--- src/rtl/vga_timing_gen_if.sv ---
// ---------------------------------------------------------------------------
// vga_timing_gen_if
//   Bundle of timing outputs from vga_timing_gen to the downstream pixel
//   pipeline.
//   master : driven by the timing generator
//   slave  : consumed by the pixel pipeline
//   Signals: ready, pix_ce, hsync, vsync, active, x[10:0], y[9:0],
//            frame_start, rgb[11:0] (only with VGA_TEST_PATTERN_EN)
// ---------------------------------------------------------------------------
interface vga_timing_gen_if;
    logic        ready;
    logic        pix_ce;
    logic        hsync;
    logic        vsync;
    logic        active;
    logic [10:0] x;
    logic [9:0]  y;
    logic        frame_start;
`ifdef VGA_TEST_PATTERN_EN
    logic [11:0] rgb;

    modport master (output ready, pix_ce, hsync, vsync, active, x, y, frame_start, rgb);
    modport slave  (input  ready, pix_ce, hsync, vsync, active, x, y, frame_start, rgb);
`else
    modport master (output ready, pix_ce, hsync, vsync, active, x, y, frame_start);
    modport slave  (input  ready, pix_ce, hsync, vsync, active, x, y, frame_start);
`endif
endinterface

--- src/rtl/vga_timing_gen.sv ---
// ---------------------------------------------------------------------------
// vga_timing_gen
//   Pixel-timing stage running on the PLL output clock. Start-up is gated
//   on a synchronised, filtered PLL lock; once running, a 1-in-CLK_DIV
//   pixel enable steps the h/v counters and the registered VGA decode.
//   Optional macro: VGA_TEST_PATTERN_EN adds an 8-bar colour test pattern
//   on vga.rgb.
//   Ports:
//     clock_in : PLL output clock
//     reset    : async active-high reset
//     locked   : PLL lock flag, asynchronous to clock_in
//     vga      : vga_timing_gen_if.master (ready, pix_ce, hsync, vsync,
//                active, x, y, frame_start[, rgb])
// ---------------------------------------------------------------------------
module vga_timing_gen #(
    parameter int CLK_DIV     = 6,
    parameter int LOCK_FILTER = 1024,
    parameter int H_ACTIVE    = 800,
    parameter int H_FP        = 40,
    parameter int H_SYNC      = 128,
    parameter int H_BP        = 88,
    parameter int V_ACTIVE    = 600,
    parameter int V_FP        = 1,
    parameter int V_SYNC      = 4,
    parameter int V_BP        = 23,
    parameter bit HS_POL      = 1'b1,
    parameter bit VS_POL      = 1'b1
) (
    input  logic             clock_in,
    input  logic             reset,
    input  logic             locked,
    vga_timing_gen_if.master vga
);

    localparam int DIV_W  = $clog2(CLK_DIV);
    localparam int FILT_W = $clog2(LOCK_FILTER + 1);

    typedef logic [10:0]       h_t;
    typedef logic [9:0]        v_t;
    typedef logic [DIV_W-1:0]  div_t;
    typedef logic [FILT_W-1:0] filt_t;

    localparam h_t    H_LAST   = h_t'(H_ACTIVE + H_FP + H_SYNC + H_BP - 1);
    localparam h_t    H_ACT    = h_t'(H_ACTIVE);
    localparam h_t    HS_START = h_t'(H_ACTIVE + H_FP);
    localparam h_t    HS_END   = h_t'(H_ACTIVE + H_FP + H_SYNC);
    localparam v_t    V_LAST   = v_t'(V_ACTIVE + V_FP + V_SYNC + V_BP - 1);
    localparam v_t    V_ACT    = v_t'(V_ACTIVE);
    localparam v_t    VS_START = v_t'(V_ACTIVE + V_FP);
    localparam v_t    VS_END   = v_t'(V_ACTIVE + V_FP + V_SYNC);
    localparam div_t  DIV_LAST = div_t'(CLK_DIV - 1);
    localparam filt_t FILT_LAST = filt_t'(LOCK_FILTER - 1);

`ifdef VGA_TEST_PATTERN_EN
    localparam int BAR_W = (H_ACTIVE / 8 > 0) ? H_ACTIVE / 8 : 1;
    // White, yellow, cyan, green, magenta, red, blue, black.
    localparam logic [11:0] BAR_RGB [8] = '{12'hFFF, 12'hFF0, 12'h0FF, 12'h0F0,
                                            12'hF0F, 12'hF00, 12'h00F, 12'h000};
`endif

    typedef enum logic [1:0] {WAIT_LOCK, SETTLE, RUN} state_t;

    // Everything the pixel pipeline sees for one pixel, registered together.
    typedef struct packed {
        logic        active;
        logic        hsync;
        logic        vsync;
        logic        frame_start;
`ifdef VGA_TEST_PATTERN_EN
        logic [11:0] rgb;
`endif
    } dec_t;

    function automatic dec_t idle_dec();
        dec_t d;
        d.active      = 1'b0;
        d.hsync       = ~HS_POL;
        d.vsync       = ~VS_POL;
        d.frame_start = 1'b0;
`ifdef VGA_TEST_PATTERN_EN
        d.rgb         = 12'h000;
`endif
        return d;
    endfunction

`ifdef VGA_TEST_PATTERN_EN
    // Bar index = number of bar boundaries at or left of h (clamped to 7).
    function automatic logic [11:0] bar_colour(input h_t h);
        logic [2:0] idx;
        idx = 3'd0;
        for (int i = 1; i < 8; i++) begin
            if (h >= h_t'(i * BAR_W)) idx = 3'(i);
        end
        return BAR_RGB[idx];
    endfunction
`endif

    function automatic dec_t decode(input h_t h, input v_t v);
        dec_t d;
        d.active      = (h < H_ACT) && (v < V_ACT);
        d.hsync       = (h >= HS_START && h < HS_END) ? HS_POL : ~HS_POL;
        d.vsync       = (v >= VS_START && v < VS_END) ? VS_POL : ~VS_POL;
        d.frame_start = (h == '0) && (v == '0);
`ifdef VGA_TEST_PATTERN_EN
        d.rgb         = d.active ? bar_colour(h) : 12'h000;
`endif
        return d;
    endfunction

    // Two-flop synchroniser; lock_s_q is the only form of locked used below.
    logic lock_meta_q, lock_s_q;

    always_ff @(posedge clock_in or posedge reset) begin
        if (reset) begin
            lock_meta_q <= 1'b0;
            lock_s_q    <= 1'b0;
        end else begin
            // NOTE: non-blocking assignments make both flops sample their
            // old values on the same edge, forming a true two-stage chain.
            lock_meta_q <= locked;
            lock_s_q    <= lock_meta_q;
        end
    end

    state_t state_q, state_d;
    filt_t  filt_q,  filt_d;
    div_t   div_q,   div_d;
    h_t     h_q,     h_d;
    v_t     v_q,     v_d;
    dec_t   dec_q,   dec_d;
    logic   pix_ce_q, pix_ce_d;
    logic   ready_q,  ready_d;

    always_comb begin
        // NOTE: every signal gets a default before the case so no path
        // leaves it unassigned, which would otherwise infer a latch.
        state_d  = state_q;
        filt_d   = filt_q;
        div_d    = div_q;
        h_d      = h_q;
        v_d      = v_q;
        dec_d    = dec_q;
        pix_ce_d = 1'b0;

        unique case (state_q)
            WAIT_LOCK: begin
                if (lock_s_q) begin
                    state_d = SETTLE;
                    filt_d  = '0;
                end
            end
            SETTLE: begin
                if (!lock_s_q) begin
                    state_d = WAIT_LOCK;
                end else if (filt_q == FILT_LAST) begin
                    // Enter RUN already presenting pixel (0,0).
                    state_d = RUN;
                    div_d   = '0;
                    h_d     = '0;
                    v_d     = '0;
                    dec_d   = decode('0, '0);
                end else begin
                    filt_d = filt_q + 1'b1;
                end
            end
            RUN: begin
                if (!lock_s_q) begin
                    state_d = WAIT_LOCK;
                end else begin
                    div_d    = (div_q == DIV_LAST) ? '0 : div_q + 1'b1;
                    pix_ce_d = (div_d == DIV_LAST);
                    // pix_ce_q is high in the last cycle of a pixel; this
                    // edge moves to the next pixel.
                    if (pix_ce_q) begin
                        if (h_q == H_LAST) begin
                            h_d = '0;
                            v_d = (v_q == V_LAST) ? '0 : v_q + 10'd1;
                        end else begin
                            h_d = h_q + 11'd1;
                        end
                        dec_d = decode(h_d, v_d);
                    end
                end
            end
            default: state_d = WAIT_LOCK;
        endcase

        // Any entry to WAIT_LOCK returns all outputs to their reset values
        // on the same edge, keeping lock-loss response at three cycles.
        if (state_d == WAIT_LOCK) begin
            filt_d   = '0;
            div_d    = '0;
            h_d      = '0;
            v_d      = '0;
            dec_d    = idle_dec();
            pix_ce_d = 1'b0;
        end

        ready_d = (state_d == RUN);
    end

    always_ff @(posedge clock_in or posedge reset) begin
        if (reset) begin
            state_q  <= WAIT_LOCK;
            filt_q   <= '0;
            div_q    <= '0;
            h_q      <= '0;
            v_q      <= '0;
            dec_q    <= idle_dec();
            pix_ce_q <= 1'b0;
            ready_q  <= 1'b0;
        end else begin
            state_q  <= state_d;
            filt_q   <= filt_d;
            div_q    <= div_d;
            h_q      <= h_d;
            v_q      <= v_d;
            dec_q    <= dec_d;
            pix_ce_q <= pix_ce_d;
            ready_q  <= ready_d;
        end
    end

    assign vga.ready       = ready_q;
    assign vga.pix_ce      = pix_ce_q;
    assign vga.hsync       = dec_q.hsync;
    assign vga.vsync       = dec_q.vsync;
    assign vga.active      = dec_q.active;
    assign vga.x           = h_q;
    assign vga.y           = v_q;
    assign vga.frame_start = dec_q.frame_start;
`ifdef VGA_TEST_PATTERN_EN
    assign vga.rgb         = dec_q.rgb;
`endif

endmodule
--- src/flat_wrapper.sv ---
// flat-port wrapper written by rule: the top's interface ports become plain ports
module vga_timing_gen_flat 
#(
    parameter int CLK_DIV     = 6,
    parameter int LOCK_FILTER = 1024,
    parameter int H_ACTIVE    = 800,
    parameter int H_FP        = 40,
    parameter int H_SYNC      = 128,
    parameter int H_BP        = 88,
    parameter int V_ACTIVE    = 600,
    parameter int V_FP        = 1,
    parameter int V_SYNC      = 4,
    parameter int V_BP        = 23,
    parameter bit HS_POL      = 1'b1,
    parameter bit VS_POL      = 1'b1
)
  (clock_in, reset, locked, vga_ready, vga_pix_ce, vga_hsync, vga_vsync, vga_active, vga_x, vga_y, vga_frame_start);
  vga_timing_gen_if vga_i ();
  input  logic clock_in;
  input  logic reset;
  input  logic locked;
  output wire logic [$bits(vga_i.ready)-1:0] vga_ready;
  output wire logic [$bits(vga_i.pix_ce)-1:0] vga_pix_ce;
  output wire logic [$bits(vga_i.hsync)-1:0] vga_hsync;
  output wire logic [$bits(vga_i.vsync)-1:0] vga_vsync;
  output wire logic [$bits(vga_i.active)-1:0] vga_active;
  output wire logic [$bits(vga_i.x)-1:0] vga_x;
  output wire logic [$bits(vga_i.y)-1:0] vga_y;
  output wire logic [$bits(vga_i.frame_start)-1:0] vga_frame_start;
  assign vga_ready = vga_i.ready;
  assign vga_pix_ce = vga_i.pix_ce;
  assign vga_hsync = vga_i.hsync;
  assign vga_vsync = vga_i.vsync;
  assign vga_active = vga_i.active;
  assign vga_x = vga_i.x;
  assign vga_y = vga_i.y;
  assign vga_frame_start = vga_i.frame_start;
  vga_timing_gen #(.CLK_DIV(CLK_DIV), .LOCK_FILTER(LOCK_FILTER), .H_ACTIVE(H_ACTIVE), .H_FP(H_FP), .H_SYNC(H_SYNC), .H_BP(H_BP), .V_ACTIVE(V_ACTIVE), .V_FP(V_FP), .V_SYNC(V_SYNC), .V_BP(V_BP), .HS_POL(HS_POL), .VS_POL(VS_POL)) u_core (.clock_in(clock_in), .reset(reset), .locked(locked), .vga(vga_i));
endmodule
--- config.mk ---
export PLATFORM = sky130hd
export DESIGN_NAME = vga_timing_gen_flat
export DESIGN_NICKNAME = d
export VERILOG_FILES = /design/src/rtl/vga_timing_gen_if.sv /design/src/rtl/vga_timing_gen.sv /design/src/flat_wrapper.sv
export SDC_FILE = /design/constraint.sdc
export NUM_CORES = 1
export LEC_CHECK = 0
export BUFFER_PORTS_ARGS = -buffer_cell sky130_fd_sc_hd__buf_4
export CAP_MARGIN = 5
export CELL_PAD_IN_SITES_DETAIL_PLACEMENT = 1
export CELL_PAD_IN_SITES_GLOBAL_PLACEMENT = 1
export CORE_MARGIN = 3
export CORE_UTILIZATION = 35
export CTS_BUF_LIST = sky130_fd_sc_hd__clkbuf_8
export DETAILED_ROUTE_END_ITERATION = 10
export PLACE_DENSITY = 0.62
export SLEW_MARGIN = 20
export SYNTH_ARGS = -nofsm -noshare
export SYNTH_HDL_FRONTEND = slang
export SYNTH_SLANG_ARGS = --single-unit
--- constraint.sdc ---
create_clock -name clock_in -period 3.9 [get_ports clock_in]
set_input_delay 0.39 -clock clock_in [delete_from_list [all_inputs] [get_ports clock_in]]
set_output_delay 0.39 -clock clock_in [all_outputs]
set_load 0.02 [all_outputs]
# After elaboration in Yosys (flattened, before gate mapping)
# Cells that the tools add are included.
# word_totals
ff_bits	45
output_inout_bits	27
# classes
addsub	4
n_eq_ne	14
order_cmp	6
mux	48
reduce_logical	13
# ops
cell	count
11-bit 2-to-1 mux	13
10-bit 2-to-1 mux	10
11-bit one-hot mux with 2 select lines	2
11-bit by 1-bit adder with 11-bit output (second input constant)	2
11-bit by 10-bit < comparator with 1-bit output (second input constant)	2
10-bit < comparator (second input constant)	2
4-bit 2-to-1 mux	5
10-bit one-hot mux with 2 select lines	1
3-bit 2-to-1 mux	5
3-bit by 1-bit != test with 1-bit output (second input constant)	5
11-bit by 10-bit == test with 1-bit output (second input constant)	1
11-bit == test (second input constant)	1
11-bit by 10-bit greater-or-equal comparator with 1-bit output (second input constant)	1
11-bit zero test	1
10-bit by 1-bit adder with 10-bit output (second input constant)	1
10-bit == test (second input constant)	1
10-bit greater-or-equal comparator (second input constant)	1
10-bit zero test	1
2-bit 2-to-1 mux	4
4-bit one-hot mux with 2 select lines	1
4-bit AND reduction	2
3-bit == test (second input constant)	2
2-bit one-hot mux with 3 select lines	1
3-bit one-hot mux with 2 select lines	1
9 further kinds	19

# Depth between registers and ports, before layout
# Gate-level depths: netlist (run 1).
# depth
ltp_word	13
ltp_mapped	11
mapped_depth_nobuf	9

# Worst setup path before layout (run 1)
# OpenSTA, ideal clock, no wires.
# synth_timing
path_type	reg-to-reg
start	register u_core.h_q[9] (netlist: u_core.vga.x[9])
end	register u_core.dec_q (netlist bit u_core.vga.vsync)
path_buffers	1
path_stages_with_launch	8
setup_time_ns	0.092
arrival_time_ns	2.937
slack_ns	0.871
t_required_ns	3.808
path_cell_list	dfrtp_1 > buf_6 > or4_4 > or4b_4 > or4_4 > o21a_2 > or3_1 > o31ai_2
# synth_between
elab_chain_len	12
elab_cells_between_ends	13
classes_between	order compare (2); eq/ne (1); mux (9); reduce/logical (1)
# synth_rtl
item	line	source
start: declaration	vga_timing_gen.sv:128	h_t h_q, h_d;
start signal: assignment	vga_timing_gen.sv:207	h_q <= '0;
start signal: assignment	vga_timing_gen.sv:216	h_q <= h_d;
11-bit == test *	vga_timing_gen.sv:175	if (h_q == H_LAST) begin
10-bit 2-to-1 mux *	vga_timing_gen.sv:175	
10-bit 2-to-1 mux *	vga_timing_gen.sv:174	if (pix_ce_q) begin
10-bit 2-to-1 mux *	vga_timing_gen.sv:167	if (!lock_s_q) begin
10-bit 2-to-1 mux *	vga_timing_gen.sv:145	unique case (state_q)
10-bit greater-or-equal comparator or 10-bit < comparator (tied branches)	vga_timing_gen.sv:102	d.vsync = (v >= VS_START && v < VS_END) ? VS_POL : ~VS_POL;
1-bit logical AND *	vga_timing_gen.sv:102	
1-bit 2-to-1 mux *	vga_timing_gen.sv:102	
4-bit 2-to-1 mux *	vga_timing_gen.sv:174	
4-bit 2-to-1 mux *	vga_timing_gen.sv:167	
4-bit one-hot mux with 2 select lines *	vga_timing_gen.sv:145	
4-bit 2-to-1 mux *	vga_timing_gen.sv:190	if (state_d == WAIT_LOCK) begin
end signal: assignment	vga_timing_gen.sv:209	dec_q <= idle_dec();
end: declaration	vga_timing_gen.sv:130	dec_t dec_q, dec_d;
# Every way passes the cells marked *; elsewhere a longest branch is shown, timed or not. The select of a mux whose other input is x is not followed.
# A chain may end at the register's enable or synchronous reset.

# Worst setup path in the final report (run 1)
# Same ends and word-level chain as after synthesis.

==> metrics.log, run 1 <==
INFO  metric globalRouteOverflowTotal = 0
INFO  metric crit_path_top_delay_cell = or4b_4
INFO  metric num-nets-final = 402
INFO  metric starting_density_of_the_core = 37.0%
INFO  metric final_cells = 497
INFO  metric groute.usage.overall = 18.8%
INFO  metric tritoncts = yes
INFO  metric drive_above_1_share = 15.1%
INFO  metric gpl.final_weighted_congestion = 0.804
INFO  metric rows = 33
INFO  metric setup_violators_final = 0
INFO  metric critical_path.most_common_cell = or4_4
INFO  metric post_cts_hold_buffer_count = 0
INFO  metric crit_path_max_incr_delay = 680 ps
INFO  metric detailedPlacementHpwl = 6.42 mm
INFO  metric yosys_top_cell_area_share = 36.1%
INFO  metric worst_ir_drop_vdd = 0.000182 V
INFO  metric synthToLayoutAreaGrowth = 13.3%
INFO  metric antenna_found_initial = 0
INFO  metric cts_repair_resize_count = 0
INFO  metric drt_pass1_iterations = 4
INFO  metric holdWs = 186 ps
INFO  metric skew = 11.6 ps
INFO  metric cts_max_level = 2
INFO  metric final_antenna_net_count = 0
INFO  metric grt_first_pass_wirelength = 15.4 mm
INFO  metric ctsLongestPathBuffers = 2
INFO  metric period_needed = 3200 ps
INFO  metric root_buffer = clkbuf_8
INFO  metric dieArea = 10100 µm²
INFO  metric critical_path_cell_by_cell = or4_4, or4b_4, or4_4, o21a_2, or3_1, o31ai_2
INFO  metric synth_area_per_cell = 8.40 µm²
INFO  metric drv.max_cap_violation_count = 0
INFO  metric synth_top_cells_by_count = 45 x dfrtp_1, 36 x nand2_1, 26 x o21ai_0
INFO  metric hold_violation_count_in_the_final_report = 0
INFO  metric endpoint_kind = flop
INFO  metric setup-tns-final = 0 ps
INFO  metric slew_viol_final = 0
INFO  metric pin_count_of_the_biggest_net_entering_global_routing = 46
INFO  metric worst_setup_hold_path_clk_slew = 100 ps
INFO  metric synth_cell_type_count = 60
INFO  metric finalWorstSetupSlack = 697 ps
INFO  metric max_slew_margin = 42.4%
INFO  metric port_buffers = 29
INFO  metric ys_seq_elements = 45
INFO  metric worst-slew-pin-transition = 863 ps
INFO  metric yosysSeqAreaShare = 36.1%
INFO  metric synth-async-reset-ratio = 100%
INFO  metric path_max_fanout = 22
INFO  metric route.vias.total = 2913
INFO  metric syn-num-nets = 382
INFO  metric placed_cells = 489
INFO  metric period_share = 82.1%
INFO  metric drcViolationCount = 0
INFO  metric worst-endpoint-arrival = 3410 ps
INFO  metric post-place-ws = 733 ps
INFO  metric synth_edf_count = 0
INFO  metric netlist_instances = 371
INFO  metric worst_setup_path_start_kind = flop
INFO  metric placeable_core_area = 8420 µm²
INFO  metric worst_hold_path_depth = 1
INFO  metric yosysMostFrequentCell = dfrtp_1
INFO  metric outcome = completed
INFO  metric syn-cell-area = 3120 µm²
INFO  metric drt-initial-drc-count = 67
INFO  metric antenna_cells = 0
INFO  metric detail_route.wl_per_cell = 18.4 µm
INFO  metric postSynth.topFlopCell = dfrtp_1
INFO  metric yosys.area.top_type = dfrtp_1
INFO  metric power_per_cell_area = 363 nW/µm²
INFO  metric dieWidth = 100 µm
INFO  metric clk_latency = 300 ps
INFO  metric cts.repair_timing.setup_buffer_count = 0
INFO  metric first_global_vias = 2868
INFO  metric max_freq = 312 MHz
INFO  metric io_pins = 30
INFO  metric synth_top_cells_by_area = dfrtp_1 36%, nand2_1 4.3%, o21ai_0 4.2%
INFO  metric worstRegToRegCells = 6
INFO  metric drt-vias-per-instance = 5.86
INFO  metric fp.dieH = 100 µm
INFO  metric cts_inserted_buffers = 5
INFO  metric worst_hold_path_type = input port to flop
INFO  metric wirelength = 9.17 mm
INFO  metric leakage = 1.48 nW
INFO  metric cts.sinks = 45
INFO  metric synth.yosys.warnings = 0
INFO  metric critical_path_class = flop to flop
INFO  metric rsz0062_at_grt = no
INFO  metric worst_ep_required_time = 4110 ps
-- layout make-up --
cell class	count	area, µm²
clock buffers	5	68.8
multi-input cells	287	1840
repair buffers	37	290
flip-flops and latches	45	1130
well taps	105	131
fillers	1028	4890
clock inverters	3	22.5
inverters	15	57.6
-- critical path, delay by kind of cell, from the launching register on --
kind / cells / cell delay, ps
AOI/OAI and AO/OA: 2 / 400
DFF: 1 / 480
and+or+nand+nor: 4 / 2230
-- where the power goes --
group / internal, mW / leakage, nW / switching, mW / total, mW
Combinational: 0.165 / 0.815 / 0.298 / 0.464
Clock: 0.128 / 0.0481 / 0.178 / 0.306
Sequential: 0.489 / 0.620 / 0.0222 / 0.511
-- logic make-up (layout without fill, tap and decap cells) --
group,after synthesis,count (layout),synth area share (%)
AOI/OAI and AO/OA,116,116,25.2
xor gates and xnor gates,5,5,1.40
adders and majority gates,8,8,3.21
buffers and inverters,39,60,4.98
DFF,45,45,36.1
muxes,12,12,4.01
and+or+nand+nor,146,146,25.1
-- worst paths after layout --
| kind | slack, ps | endpoint | from |
|---|---|---|---|
| worst min register to register | 390 | u_core.lock_s_q$_DFF_PP0_ | u_core.lock_meta_q$_DFF_PP0_ |
| worst min-delay path | 190 | u_core.lock_meta_q$_DFF_PP0_ | locked |
| worst max register to register | 700 | u_core.vga.vsync$_DFFE_PP0P_ | u_core.vga.x[9]$_DFFE_PP0P_ |
| worst max-delay path | 700 | u_core.vga.vsync$_DFFE_PP0P_ | u_core.vga.x[9]$_DFFE_PP0P_ |
| max in group asynchronous | 3140 | u_core.vga.y[4]$_DFFE_PP0P_ | reset |
| min in group asynchronous | 240 | u_core.vga.y[9]$_DFFE_PP0P_ | reset |
-- sequential cells by signal, summed over array words and instances, names as in the netlist, 2 cells and up --
signal and cells:
u_core.vga.x 11, u_core.div_q 3, u_core.vga.y 10, u_core.state_q 2
u_core.filt_q 11
-- per-stage QoR --
step                total power [mW]  utilization (%)  area [µm²]
CTS                             1.31             41.9        3530
global route                    1.38             41.9        3530
global placement               0.988             40.8        3440
floorplan                      0.813                -        3120
finish                          1.28             41.9        3530
detailed placement             0.988             40.8        3440
-- routing by layer --
| metal | vias to the layer above | global-route usage (%) | routed length (µm) |
|---|---|---|---|
| met2 | 33 | 30.7 | 4380 |
| met1 | 1444 | 26.5 | 4570 |
| met5 | - | 0 | 0 |
| li1 | 1434 | - | - |
| met4 | 0 | 3.63 | 36 |
| met3 | 2 | 2.99 | 184 |
-- placed cells by master, fill, tap and decap left out, types with 8 or more instances in the layout --
cell      n
o21ai_0  26
a21oi_1  22
nand2_1  36
dfrtp_1  45
a22o_1    9
and3_1    9
ha_1      8
inv_1    14
nor3_1    8
buf_4    36
mux2i_1   8
nor2_1   24
nand3_1  24
Note: power is estimated with default switching activity, not from simulation.
==> inputs of run 2 (changes only) <==
- ABC_AREA: unset -> 1
- PLACE_DENSITY: 0.62 -> 0.68
- clock period: 3.9 -> 2.8 ns (I/O delays scaled with it)
==> metrics.log, run 2 <==
INFO  metric worst-endpoint-arrival = 2730 ps
INFO  metric globalRouteOverflowTotal = 0
INFO  metric yosys.area.top_type = dfrtp_1
INFO  metric cp.buffers_inverters = 1
INFO  metric starting_density_of_the_core = 37.0%
INFO  metric synth_edf_count = 0
INFO  metric endpoint_kind = flop
INFO  metric grt_first_pass_wirelength = 15.6 mm
INFO  metric period_share = 88.9%
INFO  metric synth_top_cells_by_area = dfrtp_1 36%, nand2_1 21%, nand3_1 6.9%
INFO  metric critical_path_class = flop to flop
INFO  metric clk_latency = 300 ps
INFO  metric dieWidth = 101 µm
INFO  metric synth_cell_type_count = 32
INFO  metric antenna_found_initial = 0
INFO  metric synth_area_per_cell = 6.56 µm²
INFO  metric critical_path_cell_by_cell = ha_1, nand2_1, nor2_2, inv_2, nor3_2, nand2_1, nand2_1, nand2_1, nor2_1, nand4_1, nand2_1, nand2_1, nand2_1
INFO  metric io_pins = 30
INFO  metric fillerInstances = 1132
INFO  metric syn-cell-area = 3130 µm²
INFO  metric leading_cell_type_in_the_layout_fill_and_taps_excluded = nand2_1
INFO  metric setup-tns-final = 0 ps
INFO  metric drt_pass1_iterations = 4
INFO  metric syn-num-nets = 488
INFO  metric skew = 7.61 ps
INFO  metric worst_hold_path_type = input port to flop
INFO  metric first_global_vias = 3159
INFO  metric worst_setup_path_start_kind = flop
INFO  metric total_power = 1.73 mW
INFO  metric final_antenna_net_count = 0
INFO  metric dieArea = 10100 µm²
INFO  metric power_per_cell_area = 486 nW/µm²
INFO  metric max_freq = 402 MHz
INFO  metric root_buffer = clkbuf_8
INFO  metric worst_path_dominant_cell_family = simple AND/OR/NAND/NOR gates
INFO  metric synthToLayoutAreaGrowth = 13.5%
INFO  metric groute.usage.overall = 18.8%
INFO  metric drv.max_cap_violation_count = 0
INFO  metric gpl.final_weighted_congestion = 0.798
INFO  metric holdWs = 79.7 ps
INFO  metric critical_path.most_common_cell = nand2_1
INFO  metric rsz0062_at_grt = no
INFO  metric synth_top_cells_by_count = 175 x nand2_1, 53 x nor2_1, 52 x inv_1
INFO  metric pin_count_of_the_biggest_net_entering_global_routing = 30
INFO  metric crit_path_top_delay_cell = dfrtp_1
INFO  metric placeable_core_area = 8460 µm²
INFO  metric wirelength = 8.94 mm
INFO  metric drt-initial-drc-count = 113
INFO  metric slew_viol_final = 0
INFO  metric route.vias.total = 3096
INFO  metric synth-async-reset-ratio = 100%
INFO  metric netlist_instances = 477
INFO  metric worst-slew-pin-transition = 495 ps
INFO  metric worst_setup_hold_path_clk_slew = 90 ps
INFO  metric cts_max_level = 2
INFO  metric period_needed = 2490 ps
INFO  metric worst_ir_drop_vdd = 0.000420 V
INFO  metric synth.yosys.warnings = 0
INFO  metric setup_violators_final = 0
INFO  metric drive_above_1_share = 12.4%
INFO  metric drcViolationCount = 0
INFO  metric num-nets-final = 521
INFO  metric fp.dieH = 101 µm
INFO  metric crit_path_max_incr_delay = 550 ps
INFO  metric worst_ep_required_time = 3040 ps
INFO  metric tritoncts = yes
INFO  metric hold_violation_count_in_the_final_report = 0
INFO  metric yosysMostFrequentCell = nand2_1
INFO  metric detailedPlacementHpwl = 6.88 mm
INFO  metric yosys_top_cell_area_share = 36.0%
INFO  metric antenna_cells = 0
INFO  metric layout.cells.most_common_list = 175 x nand2_1, 53 x nor2_1, 51 x inv_1, 45 x dfrtp_1, 43 x nand3_1
INFO  metric max_slew_margin = 66.8%
INFO  metric detail_route.wl_per_cell = 14.5 µm
INFO  metric ys_seq_elements = 45
INFO  metric ctsLongestPathBuffers = 2
INFO  metric leakage = 1.77 nW
INFO  metric rows = 33
INFO  metric drt-vias-per-instance = 5.03
INFO  metric cts_inserted_buffers = 5
INFO  metric outcome = completed
INFO  metric cts.sinks = 45
INFO  metric postSynth.topFlopCell = dfrtp_1
INFO  metric port_buffers = 29
INFO  metric path_max_fanout = 9
INFO  metric yosysSeqAreaShare = 36.0%
[run 2: path summary, 6_finish.rpt]
check / slack (ps) / startpoint / cells past startpoint / end
worst max-delay path: 310 / u_core.vga.x[0]$_DFFE_PP0P_ / 13 / u_core.vga.frame_start$_DFFE_PP0P_
worst min-delay path: 80 / locked / 1 / u_core.lock_meta_q$_DFF_PP0_
worst max register to register: 310 / u_core.vga.x[0]$_DFFE_PP0P_ / 13 / u_core.vga.frame_start$_DFFE_PP0P_
worst min register to register: 360 / u_core.lock_meta_q$_DFF_PP0_ / 0 / u_core.lock_s_q$_DFF_PP0_
max in group asynchronous: 1550 / reset / 4 / u_core.vga.y[5]$_DFFE_PP0P_
min in group asynchronous: 520 / reset / 3 / u_core.lock_meta_q$_DFF_PP0_
[run 2: worst register-to-register path, cell delays in order (launching register included)]
cell and delay (ps):
dfrtp_1 550, ha_1 290, nand2_1 130, nor2_2 220, inv_2 60, nor3_2 430
nand2_1 100, nand2_1 120, nand2_1 60, nor2_1 170, nand4_1 130, nand2_1 70
nand2_1 50, nand2_1 50
[run 2: through the flow]
step / std cells / instance area [µm²] / worst slack, ps / util (%)
after floorplan: 477 / 3130 / 736 / -
after global placement: 607 / 3460 / 357 / 40.9
after detailed placement: 607 / 3460 / 347 / 40.9
after CTS: 615 / 3550 / 334 / 42.0
after global routing: 615 / 3550 / 78.7 / 42.0
final: 615 / 3550 / 312 / 42.0
[run 2: cell families (layout without fill, tap and decap cells)]
logic type                 after synthesis  after routing  synth area share (%)
and+or+nand+nor                        303            303                  41.8
DFF                                     45             45                  36.0
adders and majority gates                8              8                  3.20
AOI/OAI and AO/OA                       49             49                  8.43
buffers and inverters                   65             98                  8.63
xor gates and xnor gates                 7              7                  1.96
[run 2: repair_timing]
action / 4_1_cts / 5_1_grt
endpoints found under the hold margin: 16 / 0
hold buffers: 1 / 0
gates resized for setup: 0 / 0
buffers inserted: 0 / 0
[run 2: layout make-up]
class                           count  area (µm²)  area share (%)
Inverter                           59         223            6.27
Clock inverter                      2        16.3           0.458
Timing Repair Buffer               32         255            7.18
Sequential cell                    45        1130            31.7
Tap cell                          105         131            3.70
Clock buffer                        5        68.8            1.94
Multi-Input combinational cell    367        1730            48.8
[run 2: per-layer routing]
metal	track usage, %	vias up	share of wire, %
li1	-	1580	-
met1	25.6	1482	49
met2	32.0	27	48
met3	2.49	7	1.8
met4	3.83	0	0.83
met5	0	-	0
[run 2: report_power, final]
| part | switching (mW) | leakage (nW) | internal [mW] |
|---|---|---|---|
| Sequential | 0.0331 | 0.618 | 0.681 |
| Combinational | 0.426 | 1.11 | 0.173 |
| Clock | 0.243 | 0.0402 | 0.173 |
